$ cat src/rtl/serial_word_capture.sv
// Serial-to-parallel word capture: collects WIDTH qualified serial bits into a word
// and presents it through a one-entry valid/ready holding register with a sticky overrun flag.
module serial_word_capture #(
  parameter int unsigned WIDTH     = 4,
  parameter bit          MSB_FIRST = 1'b1
) (
  input  logic                         input_clock,
  input  logic                         input_reset,
  input  logic                         input_serial_data,
  input  logic                         input_serial_valid,
  input  logic                         input_word_ready,
  output logic [WIDTH-1:0]             output_word_data,
  output logic                         output_word_valid,
  output logic [$clog2(WIDTH+1)-1:0]   output_bit_count,
  output logic                         output_overrun
);

  localparam int unsigned CW = $clog2(WIDTH + 1);

  typedef enum logic {
    S_EMPTY = 1'b0,
    S_FULL  = 1'b1
  } state_t;

  state_t            r_state;
  logic [WIDTH-1:0]  r_collect;
  logic [WIDTH-1:0]  r_word;
  logic [CW-1:0]     r_count;
  logic              r_overrun;

  logic [WIDTH-1:0]  w_next_collect;
  logic              w_complete;

  // Shift direction decides which end of the word the first bit ends up in
  generate
    if (MSB_FIRST) begin : g_msb_first
      assign w_next_collect = {r_collect[WIDTH-2:0], input_serial_data};
    end else begin : g_lsb_first
      assign w_next_collect = {input_serial_data, r_collect[WIDTH-1:1]};
    end
  endgenerate

  assign w_complete = input_serial_valid && (r_count == CW'(WIDTH - 1));

  always_ff @(posedge input_clock) begin
    if (input_reset) begin
      r_state   <= S_EMPTY;
      r_collect <= '0;
      r_word    <= '0;
      r_count   <= '0;
      r_overrun <= 1'b0;
    end else begin
      if (input_serial_valid) begin
        r_collect <= w_next_collect;
        r_count   <= w_complete ? '0 : r_count + CW'(1);
      end

      // Holding register: a completed word is dropped only when the held one is not leaving
      case (r_state)
        S_EMPTY: begin
          if (w_complete) begin
            r_word  <= w_next_collect;
            r_state <= S_FULL;
          end
        end
        S_FULL: begin
          if (w_complete) begin
            if (input_word_ready) begin
              r_word <= w_next_collect;
            end else begin
              r_overrun <= 1'b1;
            end
          end else if (input_word_ready) begin
            r_state <= S_EMPTY;
          end
        end
        default: r_state <= S_EMPTY;
      endcase
    end
  end

  assign output_word_data  = r_word;
  assign output_word_valid = (r_state == S_FULL);
  assign output_bit_count  = r_count;
  assign output_overrun    = r_overrun;

endmodule

$ cat config.mk
export PLATFORM = sky130hd
export DESIGN_NAME = serial_word_capture
export DESIGN_NICKNAME = d
export VERILOG_FILES = /design/src/rtl/serial_word_capture.sv
export SDC_FILE = /design/constraint.sdc
export NUM_CORES = 1
export LEC_CHECK = 0
export BUFFER_PORTS_ARGS = -buffer_cell sky130_fd_sc_hd__buf_2
export CAP_MARGIN = 40
export CORE_AREA = 2 2 39 41
export CTS_CLUSTER_SIZE = 12
export DETAILED_ROUTE_END_ITERATION = 10
export DIE_AREA = 0 0 41 43
export PLACE_DENSITY_LB_ADDON = 0.08
export SYNTH_ARGS = -nofsm -noshare
export SYNTH_HDL_FRONTEND = slang
export SYNTH_SLANG_ARGS = --single-unit
$ cat constraint.sdc
create_clock -name input_clock -period 1.3 [get_ports input_clock]
set_input_delay 0.13 -clock input_clock [delete_from_list [all_inputs] [get_ports input_clock]]
set_output_delay 0.13 -clock input_clock [all_outputs]
set_load 0.03 [all_outputs]
==> results of run 1 <==
## how the worst max path moves through the flow
stage          slack (ns)                                to  cells after the start                             start
2_1_floorplan        0.03  output_word_data[0]$_SDFFE_PP0P_                      5  output_bit_count[0]$_SDFFE_PP0P_
5_1_grt              0.03  output_word_data[0]$_SDFFE_PP0P_                      4  output_bit_count[0]$_SDFFE_PP0P_
3_3_place_gp         0.13  output_word_data[0]$_SDFFE_PP0P_                      4  output_bit_count[0]$_SDFFE_PP0P_
4_1_cts              0.11  output_word_data[3]$_SDFFE_PP0P_                      4  output_bit_count[0]$_SDFFE_PP0P_
3_5_place_dp         0.12  output_word_data[3]$_SDFFE_PP0P_                      4  output_bit_count[0]$_SDFFE_PP0P_
6_report             0.12  output_word_data[3]$_SDFFE_PP0P_                      4  output_bit_count[0]$_SDFFE_PP0P_
## registers in the layout, summed over array words and instances, names as in the netlist
signal and cells:
r_collect 3, output_word_valid 1, output_bit_count 3, output_word_data 4, output_overrun 1
## through the flow
stage / utilization (%) / setup slack (ns) / instances
finish: 44.5 / 0.121 / 79
global route: 44.5 / 0.0262 / 79
CTS: 44.5 / 0.114 / 79
detailed placement: 41.9 / 0.122 / 75
global placement: 41.9 / 0.128 / 75
floorplan: - / 0.0280 / 48
## layout make-up
class | instances | area, sq um | area share, %
sequential | 12 | 248 | 40.2
multi-input combinational | 32 | 235 | 38.2
timing repair buffer | 14 | 72.6 | 11.8
clock buffer | 4 | 36.3 | 5.89
tap | 16 | 20.0 | 3.25
inverter | 1 | 3.75 | 0.610
## logic make-up (layout without fill, tap and decap cells)
family | Yosys count | in the layout | share of synthesized area (%)
simple gates | 15 | 15 | 21.8
compound gates | 13 | 13 | 14.7
flops | 12 | 12 | 48.7
buf+inv | 4 | 19 | 6.09
mux | 3 | 3 | 6.09
fa+ha+maj | 1 | 1 | 2.54
## Yosys cell counts
cell and instances:
mux2i_1 3, nand3b_1 1, o21ai_0 4, nand3_1 1, nand3b_4 1, nor2_1 4, inv_1 1, or3b_1 4
nor2b_1 1, clkbuf_1 1, ha_1 1, buf_6 2, a21oi_1 7, nand2b_1 3, a211oi_1 1, dfxtp_1 12
o21ba_1 1
## critical path, stage by stage (launching register included)
cell and delay (ns):
dfxtp_4 0.37, ha_4 0.14, nand3b_4 0.10, or3b_1 0.37
a21oi_1 0.13
## routing by layer
| layer | part of all wire, % | global-route usage [%] | wire length, um | vias to the layer above |
|---|---|---|---|---|
| met5 | 0 | 0 | 0 | - |
| met4 | 2.6 | 10.0 | 23 | 0 |
| met3 | 5.3 | 3.14 | 47 | 4 |
| met2 | 42 | 15.3 | 372 | 9 |
| met1 | 50 | 17.0 | 447 | 177 |
| li1 | - | - | - | 197 |
## power breakdown
group	internal [mW]	switching (mW)
clock	0.170	0.131
combinational	0.0238	0.0320
sequential	0.375	0.00800
total	0.569	0.171
==> impl_metrics.csv, run 1 <==
group,metric,value,unit
worst_hold_path,worstHoldEndpoint,"r_collect[0]$_SDFFE_PP0P_",
logic_synthesis,synthTopCellsByArea,"dfxtp_1 (49%), a21oi_1 (7.1%), or3b_1 (7.1%)",
setup_path,ff2ff_setup_slack,0.12,ns
cts,h-tree-depth,1,
global_routing,gr-total-overflow,0,
logic_synthesis,synth-seq-cells,12,
global_routing,grt_pass1_wl,1.44,mm
routing,via_per_inst,4.90,
cts,clkTransAtPathRegs,0.08,ns
timing,hold_viol,0,
logic_synthesis,synthDistinctLibCells,17,
place,gp_congestion,0.646,
cts,ctsLongestPathBuffers,2,
timing,period_share,90.7,%
logic_synthesis,synth_top_cell_by_area,"dfxtp_1",
setup_path,rr_worst_depth,4,
routing,num_vias,387,
cells_and_area,fin_nets,70,
routing,postRouteAntennaNets,0,
floorplan,die_x,41,um
routing,route.detailed.drc,0,
worst_hold_path,hold_path_class,"in2reg",
place,numPortBuffers,13,
cts,cts_tree,"built",
floorplan,row_count,14,
logic_synthesis,syn_nets,54,
cells_and_area,final_cell_area,616,sq um
flow_run,cap_violations,0,
cells_and_area,n_antenna_cell,0,
timing,slew_viol_final,0,
logic_synthesis,yosysWarnings,0,
global_routing,grt_max_degree,13,
timing,fin_hold_ws,0.108,ns
floorplan,start_util,35.6,%
timing,skew,0.00742,ns
setup_path,start_kind,"flop",
logic_synthesis,syn_area_per_cell,10.3,sq um
cells_and_area,final_layout_size_suffix_gt1_share,34.9,%
floorplan,num_io_pins,14,
power,p_per_area,1200,mW/mm^2
cts,holdBufCountCts,0,
timing,fin_crit,1.18,ns
routing,routedWlPerCell,11.3,um
logic_synthesis,netlist_instances,48,
setup_path,cp.arrival,1.39,ns
timing,maxSlewHeadroom,72.9,%
setup_path,crit_fanout,7,
timing,tns,0,ns
place,place_area,579,sq um
power,power.leakage,0.281,nW
floorplan,die_y,43,um
logic_synthesis,netlist_area,493,sq um
logic_synthesis,synth.top_cell.area_share,48.7,%
cells_and_area,layout_common_cells,"buf_2 (13), dfxtp_1 (10), a21oi_1 (7)",
cells_and_area,n_fill_cell,143,
run_status,status,"finished, final reports clean",
routing,drt_iter0_markers,2,
worst_hold_path,hp-start,"input_serial_data",
floorplan,die_area,0.00176,sq mm
setup_path,required,1.51,ns
logic_synthesis,ys_seq_area_share,48.7,%
timing,tightestPinTransition,0.405,ns
setup_path,rr_endpoint,"output_word_data[3]$_SDFFE_PP0P_",
cts,cts.repair.resized,0,
cells_and_area,mostFrequentLayoutCell,"buf_2",
worst_hold_path,hold_path_depth,3,
global_routing,antenna_found_initial,0,
cts,cts_root_buf,"clkbuf_4",
power,design_power_total,740,uW
cts,clock_latency,0.28,ns
global_routing,track_usage,12.3,%
cts,post_cts_buffers,0,
routing,dr.pass1.iters,3,
power,ir_worst_vdd,507,uV
global_routing,grt_pass1_vias,347,
floorplan,fp.coreArea,0.00138,sq mm
timing,finalSetupViolations,0,
timing,rsz0062_at_grt,"false",
setup_path,end_kind,"flop",
setup_path,critPathKind,"reg2reg",
cells_and_area,areaGrowthSynthToFinish,24.9,%
timing,fmax,848,MHz
place,hpwl,636,um
cts,cts_buffers,3,
setup_path,reg2reg_from,"output_bit_count[0]$_SDFFE_PP0P_",
cts,numClockSinks,12,
routing,finalWirelength,890,um
No activity file was read; power rests on OpenSTA's default activity.
==> run 2, diff against run 1 <==
--- a/config.mk
+++ b/config.mk
@@ -8,6 +8,7 @@
 export BUFFER_PORTS_ARGS = -buffer_cell sky130_fd_sc_hd__buf_2
 export CAP_MARGIN = 40
 export CORE_AREA = 2 2 39 41
+export CTS_BUF_LIST = sky130_fd_sc_hd__clkbuf_4
 export CTS_CLUSTER_SIZE = 12
 export DETAILED_ROUTE_END_ITERATION = 10
 export DIE_AREA = 0 0 41 43
==> run 2 against run 1 <==
  * Hold slack did not move
  * Maximum frequency rose by 0.24%
  * Core utilization shrank 0.72 points
  * Clock skew is 0.0019 ns higher
  * Die area unchanged
  * Register-to-register slack barely moved
  * Worst setup slack better by 0.0028 ns
  * Sequential power hardly changed
==> impl_metrics.csv, run 2 (same netlist as run 1, synthesis figures left out) <==
group,metric,value,unit
cts,holdBufCountCts,0,
cts,clock_latency,0.28,ns
power,design_power_total,679,uW
worst_hold_path,hp-start,"input_serial_data",
setup_path,end_kind,"flop",
cells_and_area,mostFrequentLayoutCell,"buf_2",
run_status,status,"finished, final reports clean",
cells_and_area,fin_nets,70,
floorplan,die_x,41,um
floorplan,die_y,43,um
global_routing,gr-total-overflow,0,
floorplan,start_util,35.6,%
global_routing,grt_pass1_vias,347,
power,p_clk_share,35.4,%
place,numPortBuffers,13,
timing,hold_viol,0,
place,preCtsSetupSlack,0.122,ns
power,p_comb_share,8.2,%
timing,fin_hold_ws,0.108,ns
routing,via_per_inst,4.90,
timing,skew,0.00930,ns
cells_and_area,n_antenna_cell,0,
floorplan,fp.coreArea,0.00138,sq mm
cts,cts_root_buf,"clkbuf_4",
timing,finalSetupViolations,0,
timing,fin_ws,0.124,ns
power,power.leakage,0.275,nW
timing,slew_viol_final,0,
floorplan,num_io_pins,14,
cells_and_area,layout_common_cells,"buf_2 (13), dfxtp_1 (10), a21oi_1 (7)",
power,p_per_area,1120,mW/mm^2
timing,fmax,850,MHz
cts,ctsLongestPathBuffers,2,
cts,cts_tree,"built",
timing,fin_crit,1.18,ns
cts,cts_buffers,3,
timing,tns,0,ns
power,power.share.switching,24.9,%
global_routing,track_usage,12.3,%
timing,tightestPinTransition,0.405,ns
cts,numClockSinks,12,
floorplan,row_count,14,
routing,drt_iter0_markers,2,
setup_path,cp.arrival,1.39,ns
timing,maxSlewHeadroom,72.9,%
setup_path,critPathKind,"reg2reg",
routing,route.detailed.drc,0,
place,hpwl,636,um
setup_path,required,1.51,ns
cts,h-tree-depth,1,
cts,clkTransAtPathRegs,0.08,ns
setup_path,crit_fanout,7,
global_routing,grt_pass1_wl,1.44,mm
cts,cts.repair.resized,0,
routing,postRouteAntennaNets,0,
cts,post_cts_buffers,0,
setup_path,start_kind,"flop",
setup_path,crit_path_start,"output_bit_count[0]$_SDFFE_PP0P_",
flow_run,cap_violations,0,
worst_hold_path,hold_path_class,"in2reg",
timing,period_share,90.5,%
global_routing,antenna_found_initial,0,
power,net-switching-power,169,uW
cells_and_area,final_layout_size_suffix_gt1_share,33.3,%
power,internal-power,510,uW
worst_hold_path,hold_path_depth,3,
cells_and_area,largest_reg_flops,4,
power,power_frac_seq,56.4,%
routing,finalWirelength,890,um
setup_path,rr_worst_depth,4,
place,gp_congestion,0.646,
routing,routedWlPerCell,11.3,um
routing,dr.pass1.iters,3,
cells_and_area,areaGrowthSynthToFinish,22.8,%
global_routing,grt_max_degree,13,
timing,rsz0062_at_grt,"false",
cells_and_area,n_fill_cell,144,
setup_path,reg2reg_from,"output_bit_count[0]$_SDFFE_PP0P_",
power,ir_worst_vdd,489,uV
routing,num_vias,387,
floorplan,die_area,0.00176,sq mm
==> run 2: cell types whose count changed in the layout (fill, tap and decap cells not counted), sizes merged <==
cell	delta
clkinv	+1
clkbuf	-1
==> run 2: final timing paths <==
check | slack [ns] | to
max | 0.12 | output_word_data[3]$_SDFFE_PP0P_
min | 0.11 | r_collect[0]$_SDFFE_PP0P_
max reg2reg | 0.12 | output_word_data[3]$_SDFFE_PP0P_
min reg2reg | 0.45 | output_bit_count[2]$_SDFFE_PP0P_
==> run 2: final cells by class <==
type	count	area [sq um]	share of cell area, %
sequential	12	248	40.9
multi-input combinational	32	235	38.8
timing repair buffer	14	72.6	12.0
clock buffer	3	22.5	3.72
tap	16	20.0	3.31
clock inverter	1	3.75	0.620
inverter	1	3.75	0.620
==> run 2: routing by layer <==
metal	up-vias	GRT usage [%]	share of wire, %
met4	0	10.0	2.6
met5	-	0	0
met1	177	17.0	50
li1	197	-	-
met2	9	15.3	42
met3	4	3.14	5.3
==> run 2: critical path: stages (launching register included) <==
cell	delay (ns)
dfxtp_4	0.37
ha_4	0.14
nand3b_4	0.10
or3b_1	0.37
a21oi_1	0.13
==> run 2: power by group through the flow <==
| stage | Clock (mW) | Combinational [mW] | Sequential, mW |
|---|---|---|---|
| final | 0.240 | 0.0558 | 0.383 |
| after global routing | 0.262 | 0.0625 | 0.384 |
| after CTS | 0.254 | 0.0558 | 0.383 |
| after detailed placement | 0 | 0.0547 | 0.392 |
| after global placement | 0 | 0.0557 | 0.392 |
| after floorplan | 0 | 0.0321 | 0.401 |
==> run 2: metrics by stage <==
step                      util, %  instances  instance area [sq um]
final                        43.8         79                    606
after global routing         43.8         79                    606
after CTS                    43.8         79                    606
after detailed placement     41.9         75                    579
after global placement       41.9         75                    579
after floorplan                 -         48                    513
